<file path="src/rtl/product_accumulator.sv">
// Sums LEN consecutive unsigned products into one ACCW-bit result behind a 1-entry valid/ready output register.
// Optional build macro SATURATE_EN: clamp the vector sum at all-ones on overflow instead of wrapping.
module product_accumulator #(
    parameter int WIDTH = 4,
    parameter int LEN   = 4,
    parameter int ACCW  = 12
) (
    input  logic                 clk,
    input  logic                 rst_n,
    input  logic [2*WIDTH-1:0]   prod,
    input  logic                 prod_valid,
    output logic                 prod_ready,
    input  logic                 clear,
    output logic [ACCW-1:0]      acc_out,
    output logic                 acc_ovf,
    output logic                 acc_valid,
    input  logic                 acc_ready,
    output logic                 busy
);

    localparam int PW = 2 * WIDTH;
    localparam int CW = (LEN > 2) ? $clog2(LEN) : 1;
    localparam logic [CW-1:0] CNT_LAST = CW'(LEN - 1);

    typedef enum logic {ACC_IDLE = 1'b0, ACC_RUN = 1'b1} acc_state_t;
    typedef enum logic {OUT_EMPTY = 1'b0, OUT_FULL = 1'b1} out_state_t;

    acc_state_t        acc_state_q, acc_state_d;
    out_state_t        out_state_q, out_state_d;
    logic [CW-1:0]     cnt_q, cnt_d;
    logic [ACCW-1:0]   acc_q, acc_d;
    logic              ovf_q, ovf_d;
    logic [ACCW-1:0]   acc_out_q, acc_out_d;
    logic              acc_ovf_q, acc_ovf_d;

    logic [ACCW:0]     prod_ext_s;
    logic [ACCW:0]     sum_s;
    logic              carry_s;
    logic [ACCW-1:0]   next_acc_s;
    logic              last_s;
    logic              accept_s;
    logic              complete_s;
    logic              prod_ready_s;

    // Datapath: zero-extended add with carry capture, wrap or clamp
    always_comb begin
        prod_ext_s = {{(ACCW + 1 - PW){1'b0}}, prod};
        sum_s      = {1'b0, acc_q} + prod_ext_s;
        carry_s    = sum_s[ACCW];
`ifdef SATURATE_EN
        // Once clamped, the sum stays clamped until the vector ends
        if (carry_s || ovf_q) begin
            next_acc_s = {ACCW{1'b1}};
        end else begin
            next_acc_s = sum_s[ACCW-1:0];
        end
`else
        next_acc_s = sum_s[ACCW-1:0];
`endif
    end

    // Handshake qualifiers; only a full, stalled output can block the closing product
    always_comb begin
        last_s       = (cnt_q == CNT_LAST);
        prod_ready_s = !((out_state_q == OUT_FULL) && !acc_ready && last_s) && rst_n;
        accept_s     = prod_valid && prod_ready_s;
        complete_s   = accept_s && last_s && !clear;
    end

    // Accumulator FSM next-state: clear wins over an accepted product
    always_comb begin
        acc_state_d = acc_state_q;
        cnt_d       = cnt_q;
        acc_d       = acc_q;
        ovf_d       = ovf_q;
        if (clear) begin
            acc_state_d = ACC_IDLE;
            cnt_d       = {CW{1'b0}};
            acc_d       = {ACCW{1'b0}};
            ovf_d       = 1'b0;
        end else if (accept_s) begin
            if (last_s) begin
                acc_state_d = ACC_IDLE;
                cnt_d       = {CW{1'b0}};
                acc_d       = {ACCW{1'b0}};
                ovf_d       = 1'b0;
            end else begin
                acc_state_d = ACC_RUN;
                cnt_d       = cnt_q + CW'(1);
                acc_d       = next_acc_s;
                ovf_d       = ovf_q | carry_s;
            end
        end else begin
            acc_state_d = acc_state_q;
        end
    end

    // Output register FSM next-state: reload on completion, drain on acc_ready
    always_comb begin
        out_state_d = out_state_q;
        acc_out_d   = acc_out_q;
        acc_ovf_d   = acc_ovf_q;
        case (out_state_q)
            OUT_EMPTY: begin
                if (complete_s) begin
                    out_state_d = OUT_FULL;
                    acc_out_d   = next_acc_s;
                    acc_ovf_d   = ovf_q | carry_s;
                end else begin
                    out_state_d = OUT_EMPTY;
                end
            end
            OUT_FULL: begin
                if (complete_s) begin
                    out_state_d = OUT_FULL;
                    acc_out_d   = next_acc_s;
                    acc_ovf_d   = ovf_q | carry_s;
                end else if (acc_ready) begin
                    out_state_d = OUT_EMPTY;
                end else begin
                    out_state_d = OUT_FULL;
                end
            end
            default: begin
                out_state_d = OUT_EMPTY;
            end
        endcase
    end

    // State registers with asynchronous reset
    always_ff @(posedge clk or negedge rst_n) begin
        if (!rst_n) begin
            acc_state_q <= ACC_IDLE;
            out_state_q <= OUT_EMPTY;
            cnt_q       <= {CW{1'b0}};
            acc_q       <= {ACCW{1'b0}};
            ovf_q       <= 1'b0;
            acc_out_q   <= {ACCW{1'b0}};
            acc_ovf_q   <= 1'b0;
        end else begin
            acc_state_q <= acc_state_d;
            out_state_q <= out_state_d;
            cnt_q       <= cnt_d;
            acc_q       <= acc_d;
            ovf_q       <= ovf_d;
            acc_out_q   <= acc_out_d;
            acc_ovf_q   <= acc_ovf_d;
        end
    end

    assign prod_ready = prod_ready_s;
    assign acc_out    = acc_out_q;
    assign acc_ovf    = acc_ovf_q;
    assign acc_valid  = (out_state_q == OUT_FULL);
    assign busy       = (acc_state_q == ACC_RUN);

endmodule

</file>
<file path="config.mk">
export PLATFORM = sky130hd
export DESIGN_NAME = product_accumulator
export DESIGN_NICKNAME = d
export VERILOG_FILES = /design/src/rtl/product_accumulator.sv
export SDC_FILE = /design/constraint.sdc
export NUM_CORES = 1
export LEC_CHECK = 0
export ABC_AREA = 1
export CAP_MARGIN = 20
export CORE_MARGIN = 1
export CORE_UTILIZATION = 30
export CTS_BUF_LIST = sky130_fd_sc_hd__clkbuf_8
export DETAILED_ROUTE_END_ITERATION = 12
export PLACE_DENSITY = 0.49
export SLEW_MARGIN = 20
export SYNTH_ARGS = -nofsm -noshare
export SYNTH_HDL_FRONTEND = slang
export SYNTH_SLANG_ARGS = --single-unit
</file>
<file path="constraint.sdc">
create_clock -name clk -period 2.9 [get_ports clk]
set_input_delay 0.29 -clock clk [delete_from_list [all_inputs] [get_ports clk]]
set_output_delay 0.29 -clock clk [all_outputs]
set_load 0.005 [all_outputs]
</file>
After elaboration in Yosys (flattened, before gate mapping)
Index checks and enable logic that the tools add are counted.

operators by class
  bitwise logic cells = 2
  muxes and demuxes = 18
  equality and inequality tests = 1
  reductions and logical operators = 10
  add/subtract/negate cells = 2

operators by type and width
  cell                 count
  $mux 12              4
  $add 12x8->13        1
  $mux 1               10
  $logic_and 1x1->1    6
  $mux 2               3
  $logic_not 1->1      3
  $add 2x1->2 const B  1
  $eq 2x2->1 const B   1
  $pmux 1 s2           1
  $reduce_bool 2->1    1
  $not 1->1            1
  $or 1x1->1           1

storage, ports and cells
  output and inout port bits = 16
  bits of input ports = 13
  bits in registers = 30
  word-level logic and storage cells = 40

Logic depth before layout (Yosys ltp)
Gate-level depths: netlist (run 1).

  depth after elaboration = 10
  gate-level depth with buffers = 12
  mapped depth without buffers = 12

Worst setup path after synthesis (run 1)
No wires, ideal clock.

  kind = flip-flop to flip-flop
  from = register acc_q[0]
  to = register acc_q[8]
  setup slack = 1.293 ns
  required time = 2.783 ns
  setup time = 0.117 ns
  arrival = 1.489 ns
  clock period less this slack = 1.607 ns
  buffers on the path = 0
  stages on the path, launching flop included = 12
  cell sequence = dfrtp_1 -> ha_1 -> inv_1 -> fa_1 -> inv_1 -> nand3_1 -> nand3_1 -> nand2_1 -> nand2_1 -> nand2_1 -> nand3_1 -> nand2_1

between the ends
  longest elaborated chain between the ends = 4

ends and longest elaborated chain
  what                    line  text
  start, declared         31    logic [ACCW-1:0] acc_q, acc_d;
  start signal, assigned  136   acc_q <= {ACCW{1'b0}};
  $add 12x8->13           48    sum_s = {1'b0, acc_q} + prod_ext_s;
  $mux 12                 82    if (last_s) begin
  $mux 12                 81    end else if (accept_s) begin
  $mux 12                 76    if (clear) begin

No other way between the ends. The select of a mux whose other input is x is not followed.
A chain may end at the register's enable or synchronous reset.

Worst setup path after layout (run 1)
  from = input prod[0]
  to = register acc_ovf_q, in the netlist acc_ovf

between the ends
  longest elaborated chain between the ends = 3

ends and longest elaborated chain
  what                  line      text
  start, declared       10        input logic [2*WIDTH-1:0] prod,
  $add 12x8->13         48
  $or 1x1->1            108, 117
  $mux 1                105, 114
  end signal, assigned  147       acc_ovf_q <= acc_ovf_d;
  end, declared         34        logic acc_ovf_q, acc_ovf_d;

No other way between the ends. The select of a mux whose other input is x is not followed.

==> metrics.cfg, run 1 <==
[run_status]
status = finished clean

[clocking]
clockRootBuffer = clkbuf_8
clkTransAtPathRegs_ns = 0.06
clock_latency_ns = 0.29
clockBufferDepth = 2
cts_tree = built
cts_resized = 0
cts-buffers-inserted = 5
cts-hold-fix-buffers = 0
clock_sinks = 30
post_cts_buffers = 0
cts-htree-levels = 2

[pwr]
p_sw_uw = 556
sw_frac_of_total = 0.357
p_clk_frac = 0.225
seqPwrFrac = 0.380
leakagePower_nw = 1.17
power_frac_comb = 0.395
intPower_uw = 1000
power_density_nw_per_um2 = 709
power_mw = 1.56
peakVddDrop_v = 0.000241

[synth]
yosys.area_share.simple = 0.338
netlist_area_um2 = 1740
synth.area.mux_share = 0
synth-adder-area-share = 0.0761
avgSynthCellArea_um2 = 7.58
ys_types = 25
seq_area_frac_synth = 0.431
synth_seq_cells = 30
synth_nets = 253
yosys.area_share.xor_xnor = 0.0251
synth_top_family_by_area = simple AND/OR/NAND/NOR gates
synth_compound_area_frac = 0.0546
yosysWarningCount = 0
syn-instance-count = 230

[layout]
final_area_um2 = 2200
final_common_cell = nand2_1
drive_above_1_share = 0.0604
multiInputGateArea_um2 = 861
utilization = 0.396
nets = 287
final-seq-area_um2 = 751
diodes = 0
area_growth_pct = 26.0
fin_cells = 337
fillers = 583
final_cell_mix = nand2_1 (96), inv_1 (30), dfrtp_1 (30)

[critical_path]
crit_type = input pin to flip-flop
arrival_ns = 2.12
rr_startpoint = acc_q[0]
rrSetupSlack_ns = 1.08
cp-start-kind = input pin
worstPathRequired_ns = 3.10
endpoint_kind = flip-flop
r2r-end = acc_ovf
crit_fanout = 3
r2r_cells = 10

[sta]
worstMarginPinSlew_ns = 0.500
setup-tns-final_ns = 0
fmax_mhz = 520
fin_skew_ns = 0.0134
setup_viol = 0
hold_viol_final = 0
rsz0062_at_grt = false
min_period_ns = 1.92
hold_ws_ns = 0.295
layout_setup_ws_ns = 0.975
slew_viol_final = 0
fin_crit_sh = 0.664
slew_headroom = 0.666

[place]
place_ws_ns = 0.681
port_buffers = 28
hpwl_um = 3180
dpl.cell_count = 329
gp_congestion = 0.815
placed_area_um2 = 2100

[floorplanning]
die_y_um = 78.2
core_area_um2 = 5540
rows = 27
start_util = 0.315
die_area_um2 = 6120
die_w_um = 78.2
pin_count = 29

[drt]
drt_iter0_markers = 118
totalWireLength_um = 4070
drc_errors = 0
drt-wirelength-per-cell_um = 12.1
num_vias = 1521
drt_pass1_iterations = 4
drtAntennaViolNets = 0
vias_per_cell = 4.51

[global_routing]
grt_pass1_wl_um = 7230
grt_use_total = 0.155
grt_max_degree = 27
antenna_found_initial = 0
grt_overflow = 0
grt_pass1_vias = 1486

[flow_run]
cap_violations = 0

[worst_hold_path]
hp-class = input pin to asynchronous set/reset pin

-- power by group through the flow --
stage / combinational [mW] / clock [mW] / sequential, mW
5_1_grt: 0.706 / 0.378 / 0.606
6_report: 0.615 / 0.350 / 0.592
3_3_place_gp: 0.636 / 0 / 0.602
4_1_cts: 0.624 / 0.360 / 0.593
2_1_floorplan: 0.377 / 0 / 0.594
3_5_place_dp: 0.618 / 0 / 0.600
-- synthesized netlist by cell type, drive strengths merged --
library cell | instances | area, µm²
nand3 | 23 | 130
a31oi | 1 | 6.26
nor3 | 2 | 21.3
nand2 | 97 | 367
nand4 | 3 | 18.8
inv | 30 | 115
nor2 | 10 | 37.5
fa | 1 | 20.0
xnor2 | 3 | 26.3
nand3b | 2 | 15.0
a21boi | 1 | 7.51
buf | 2 | 16.3
ha | 9 | 113
xor2 | 2 | 17.5
o22ai | 1 | 6.26
dfrtp | 30 | 751
a21o | 1 | 7.51
a21oi | 1 | 5.00
o21ai | 11 | 62.6
-- worst max-delay path: stages --
cell	delay (ns)
clkdlybuf4s50_1	0.46
ha_1	0.19
inv_1	0.06
fa_1	0.40
inv_1	0.10
nand3_1	0.07
nand3_1	0.13
nand2_1	0.11
nand2_1	0.10
nand2_1	0.08
a31oi_1	0.15
-- worst max-delay path by stage --
stage,from,end,cells past startpoint
global route,prod[0],acc_out[8],12
finish,prod[0],acc_ovf,11
floorplan,acc_q[0],acc_q[8],11
global placement,prod[0],acc_ovf,11
CTS,rst_n,prod_ready,4
detailed placement,prod[0],ovf_q,13
-- layer usage --
| layer | vias to the layer above | global-route usage | wire length [µm] |
|---|---|---|---|
| met5 | - | 0 | 0 |
| met4 | 0 | 0.0611 | 68 |
| met3 | 6 | 0.0407 | 135 |
| met2 | 18 | 0.235 | 1780 |
| met1 | 702 | 0.210 | 2090 |
| li1 | 795 | - | - |
-- area by class of cell --
class / count / area share
clock buffer: 6 / 0.0376
clock inverter: 2 / 0.00399
sequential: 30 / 0.342
tap: 72 / 0.0410
timing repair buffer: 29 / 0.131
inverter: 30 / 0.0524
multi-input combinational: 168 / 0.392
-- sequential cells by signal, summed over array words and instances (netlist names) --
signal,count
busy,1
acc_ovf,1
acc_out,12
cnt_q,2
ovf_q,1
acc_q,12
acc_valid,1
-- cells by family after synthesis --
family,Yosys count
DFF,30
buffers and inverters,32
adders and majority gates,10
AOI/OAI and AO/OA,16
xor gates and xnor gates,5
and+or+nand+nor,137
No activity file was read; power rests on OpenSTA's default activity.
==> inputs of run 2 (changes only) <==
==> constraint.sdc (replaced) <==
create_clock -name clk -period 2 [get_ports clk]
set_input_delay 0.2 -clock clk [delete_from_list [all_inputs] [get_ports clk]]
set_output_delay 0.2 -clock clk [all_outputs]
set_load 0.005 [all_outputs]
==> metrics.cfg, run 2 (synthesized netlist as in run 1, its figures left out) <==
[clocking]
clkTransAtPathRegs_ns = 0.06
cts-htree-levels = 2
cts_resized = 0
clockRootBuffer = clkbuf_8
clock_latency_ns = 0.29
cts-buffers-inserted = 5
cts-hold-fix-buffers = 0
cts_tree = built
clockBufferDepth = 2
post_cts_buffers = 0
clock_sinks = 30

[critical_path]
slowest_stage = clkdlybuf4s50_1
endpoint_kind = primary output
max_stage_delay_ns = 0.49
crit_type = flip-flop to primary output
worstPathRequired_ns = 1.80
arrival_ns = 1.58
crit_fanout = 3
cp-start-kind = flip-flop
cp_cell_sequence = ha_1 > nand3_2 > nand2_1 > inv_1 > clkdlybuf4s50_1

[layout]
final-seq-area_um2 = 751
fillers = 596
utilization = 0.402
area_growth_pct = 27.7
nets = 293
diodes = 0
final_common_cell = nand2_1
multiInputGateArea_um2 = 861
final_cell_mix = nand2_1 (96), inv_1 (31), dfrtp_1 (30)
fin_cells = 342
drive_above_1_share = 0.0741

[sta]
worstMarginPinSlew_ns = 0.533
slew_viol_final = 0
setup-tns-final_ns = 0
fin_skew_ns = 0.00713
min_period_ns = 1.78
setup_viol = 0
slew_headroom = 0.644
hold_viol_final = 0
rsz0062_at_grt = false
fin_crit_sh = 0.892
fmax_mhz = 561

[place]
dpl.cell_count = 335
gp_congestion = 0.831
hpwl_um = 3270
port_buffers = 28

[worst_hold_path]
hp-class = input pin to asynchronous set/reset pin

[global_routing]
grt_max_degree = 30
grt_use_total = 0.167
grt_pass1_vias = 1583
grt_overflow = 0
grt_pass1_wl_um = 7640
antenna_found_initial = 0

[drt]
num_vias = 1545
drt-wirelength-per-cell_um = 12.9
totalWireLength_um = 4400
drc_errors = 0
drt_pass1_iterations = 5
drtAntennaViolNets = 0
drt_iter0_markers = 60
vias_per_cell = 4.52

[pwr]
power_density_nw_per_um2 = 1010
leakagePower_nw = 1.20
peakVddDrop_v = 0.000389
power_mw = 2.25

[run_status]
status = finished clean

[floorplanning]
die_y_um = 78.2
core_area_um2 = 5540
rows = 27
die_w_um = 78.2
die_area_um2 = 6120
start_util = 0.315
pin_count = 29

[flow_run]
cap_violations = 0

[run 2: layout make-up]
class | count | area share
clock inverters | 2 | 0.00337
clock buffers | 5 | 0.0309
repair buffers | 35 | 0.150
multi-input cells | 168 | 0.387
inverters | 30 | 0.0517
well taps | 72 | 0.0405
flip-flops and latches | 30 | 0.337
[run 2: final timing paths]
check                        endpoint  cells past startpoint  slack, ns       start
max                        prod_ready                      5       0.22    cnt_q[0]
min reg2reg                acc_out[2]                      2       0.48  acc_out[2]
max reg2reg                acc_out[8]                     11       0.27    acc_q[0]
min in group clk           acc_out[2]                      2       0.48  acc_out[2]
min                        acc_out[5]                      1       0.15       rst_n
max in group asynchronous    acc_q[8]                      2       1.15       rst_n
[run 2: layer usage]
metal  GRT usage  wire, µm  up-vias
met1       0.223      2270      721
met5           0         0        -
li1            -         -      803
met4      0.0667        75        0
met2       0.255      1940       15
met3      0.0430       117        6
[run 2: where the power goes]
group / internal (mW) / leakage (nW) / switching [mW]
clock network: 0.229 / 0.0466 / 0.237
registers: 0.762 / 0.399 / 0.102
logic: 0.434 / 0.752 / 0.486
[run 2: worst max-delay path, delay by kind of cell (launching register included)]
kind / cells / cell delay, ns
buf+inv: 2 / 0.54
flops: 1 / 0.39
fa+ha+maj: 1 / 0.23
simple gates: 2 / 0.14
[run 2: per-stage QoR]
stage / hold WS, ns / worst slack [ns] / instance area (µm²)
after floorplan: -0.0956 / 0.393 / 1740
after global placement: 0.466 / -0.0203 / 2150
after detailed placement: 0.462 / -0.0715 / 2150
after CTS: 0.157 / 0.198 / 2230
after global routing: 0.148 / 0.0680 / 2230
final: 0.153 / 0.217 / 2230
==> inputs of run 3 (changes only) <==
==> constraint.sdc (replaced) <==
create_clock -name clk -period 2.1 [get_ports clk]
set_input_delay 0.21 -clock clk [delete_from_list [all_inputs] [get_ports clk]]
set_output_delay 0.21 -clock clk [all_outputs]
set_load 0.005 [all_outputs]
==> metrics.cfg, run 3 (synthesized netlist as in run 1, its figures left out) <==
[place]
hpwl_um = 3260
gp_congestion = 0.854
port_buffers = 28
place_ws_ns = 0.00514

[critical_path]
arrival_ns = 1.98
worstPathRequired_ns = 2.27
cp_common_cell = nand2_1
crit_type = input pin to flip-flop
slowest_stage = clkdlybuf4s50_1
cp_cell_sequence = clkdlybuf4s50_1 > ha_1 > inv_1 > fa_1 > inv_1 > nand3_1 > nand3_1 > nand2_1 > nand2_1 > nand2_1 > nand3_1 > nand2_1
cp-start-kind = input pin
crit_fanout = 3
endpoint_kind = flip-flop
max_stage_delay_ns = 0.46

[global_routing]
grt_overflow = 0
grt_use_met2 = 0.254
antenna_found_initial = 0
grt_pass1_wl_um = 7550
grt_max_degree = 31
grt-busiest-layer = met2
grt.met1_usage = 0.222
grt.met3_usage = 0.0314
grt_use_total = 0.161
grt_pass1_vias = 1581

[drt]
drtAntennaViolNets = 0
num_vias = 1527
drc_errors = 0
drt_pass1_iterations = 4
vias_per_cell = 4.48
drt_iter0_markers = 78
totalWireLength_um = 4320
drt-wirelength-per-cell_um = 12.7

[pwr]
sw_frac_of_total = 0.359
p_sw_uw = 778
seqPwrFrac = 0.378
power_frac_comb = 0.403
peakVddDrop_v = 0.000319
power_density_nw_per_um2 = 974
p_clk_frac = 0.219
intPower_mw = 1.39
leakagePower_nw = 1.19

[layout]
final-seq-area_um2 = 751
multiInputGateArea_um2 = 861
nets = 291
drive_above_1_share = 0.0743
area_growth_pct = 27.7
fillers = 605
final_cell_mix = nand2_1 (96), inv_1 (30), dfrtp_1 (30)
diodes = 0
final_common_cell = nand2_1

[worst_hold_path]
hp-class = flip-flop to flip-flop

[clocking]
clock_sinks = 30
clockBufferDepth = 2
cts-hold-fix-buffers = 0
cts_resized = 0
clockRootBuffer = clkbuf_8
cts_tree = built
cts-buffers-inserted = 5
cts-htree-levels = 2
post_cts_buffers = 0
clkTransAtPathRegs_ns = 0.06
clock_latency_ns = 0.28

[sta]
min_period_ns = 1.81
rsz0062_at_grt = false
fin_skew_ns = 0.00750
fin_crit_sh = 0.863
slew_headroom = 0.652
setup_viol = 0
worstMarginPinSlew_ns = 0.521
slew_viol_final = 0
fmax_mhz = 552
setup-tns-final_ns = 0
hold_viol_final = 0
layout_setup_ws_ns = 0.288

[run_status]
status = finished clean

[floorplanning]
die_w_um = 78.2
core_area_um2 = 5540
rows = 27
start_util = 0.315
die_area_um2 = 6120
pin_count = 29
die_y_um = 78.2

[flow_run]
cap_violations = 0

==> run 3: cell types whose count changed in the layout (fill, tap and decap cells not counted) <==
cell and change:
buf_4 -2, clkbuf_8 +1, clkinv_2 +1, inv_1 -1
==> run 3: routing by layer <==
| metal | wire (µm) | part of all wire | up-vias |
|---|---|---|---|
| met5 | 0 | 0 | - |
| met1 | 2170 | 0.50 | 700 |
| li1 | - | - | 802 |
| met2 | 1980 | 0.46 | 20 |
| met3 | 118 | 0.027 | 5 |
| met4 | 54 | 0.013 | 0 |
==> run 3: worst max-delay path: cells and delay by family <==
family / cells / cell delay (ns)
buffers and inverters: 3 / 0.61
and+or+nand+nor: 7 / 0.60
adders and majority gates: 2 / 0.56
==> run 3: power by group through the flow <==
stage / combinational [mW] / clock [mW] / sequential (mW)
finish: 0.875 / 0.475 / 0.819
global route: 1.01 / 0.519 / 0.838
CTS: 0.887 / 0.501 / 0.820
detailed placement: 0.879 / 0 / 0.829
global placement: 0.884 / 0 / 0.832
floorplan: 0.520 / 0 / 0.820
==> run 3: worst paths after layout <==
| check | startpoint | endpoint | slack, ns | depth (start not counted) |
|---|---|---|---|---|
| setup / recovery | prod[0] | acc_out[8] | 0.29 | 12 |
| hold / removal | acc_out[10] | acc_out[10] | 0.48 | 2 |
| setup reg to reg | acc_q[0] | acc_out[8] | 0.33 | 11 |
| hold reg to reg | acc_out[10] | acc_out[10] | 0.48 | 2 |
| max in group asynchronous | rst_n | busy | 1.25 | 2 |
| min in group asynchronous | rst_n | acc_q[4] | 0.54 | 2 |
==> run 3: area by class of cell <==
cell class,count,area share
multi-input combinational,168,0.387
sequential,30,0.337
timing repair buffer,33,0.143
inverter,30,0.0517
tap,72,0.0405
clock buffer,6,0.0371
clock inverter,2,0.00393
==> run 3: metrics by stage <==
stage | util | instance area [µm²] | power, mW | hold slack [ns] | std cells
floorplan | - | 1740 | 1.34 | -0.0856 | 230
global route | 0.402 | 2230 | 2.36 | 0.502 | 341
global placement | 0.385 | 2130 | 1.72 | 0.468 | 333
detailed placement | 0.385 | 2130 | 1.71 | 0.470 | 333
CTS | 0.402 | 2230 | 2.21 | 0.485 | 341
finish | 0.402 | 2230 | 2.17 | 0.478 | 341
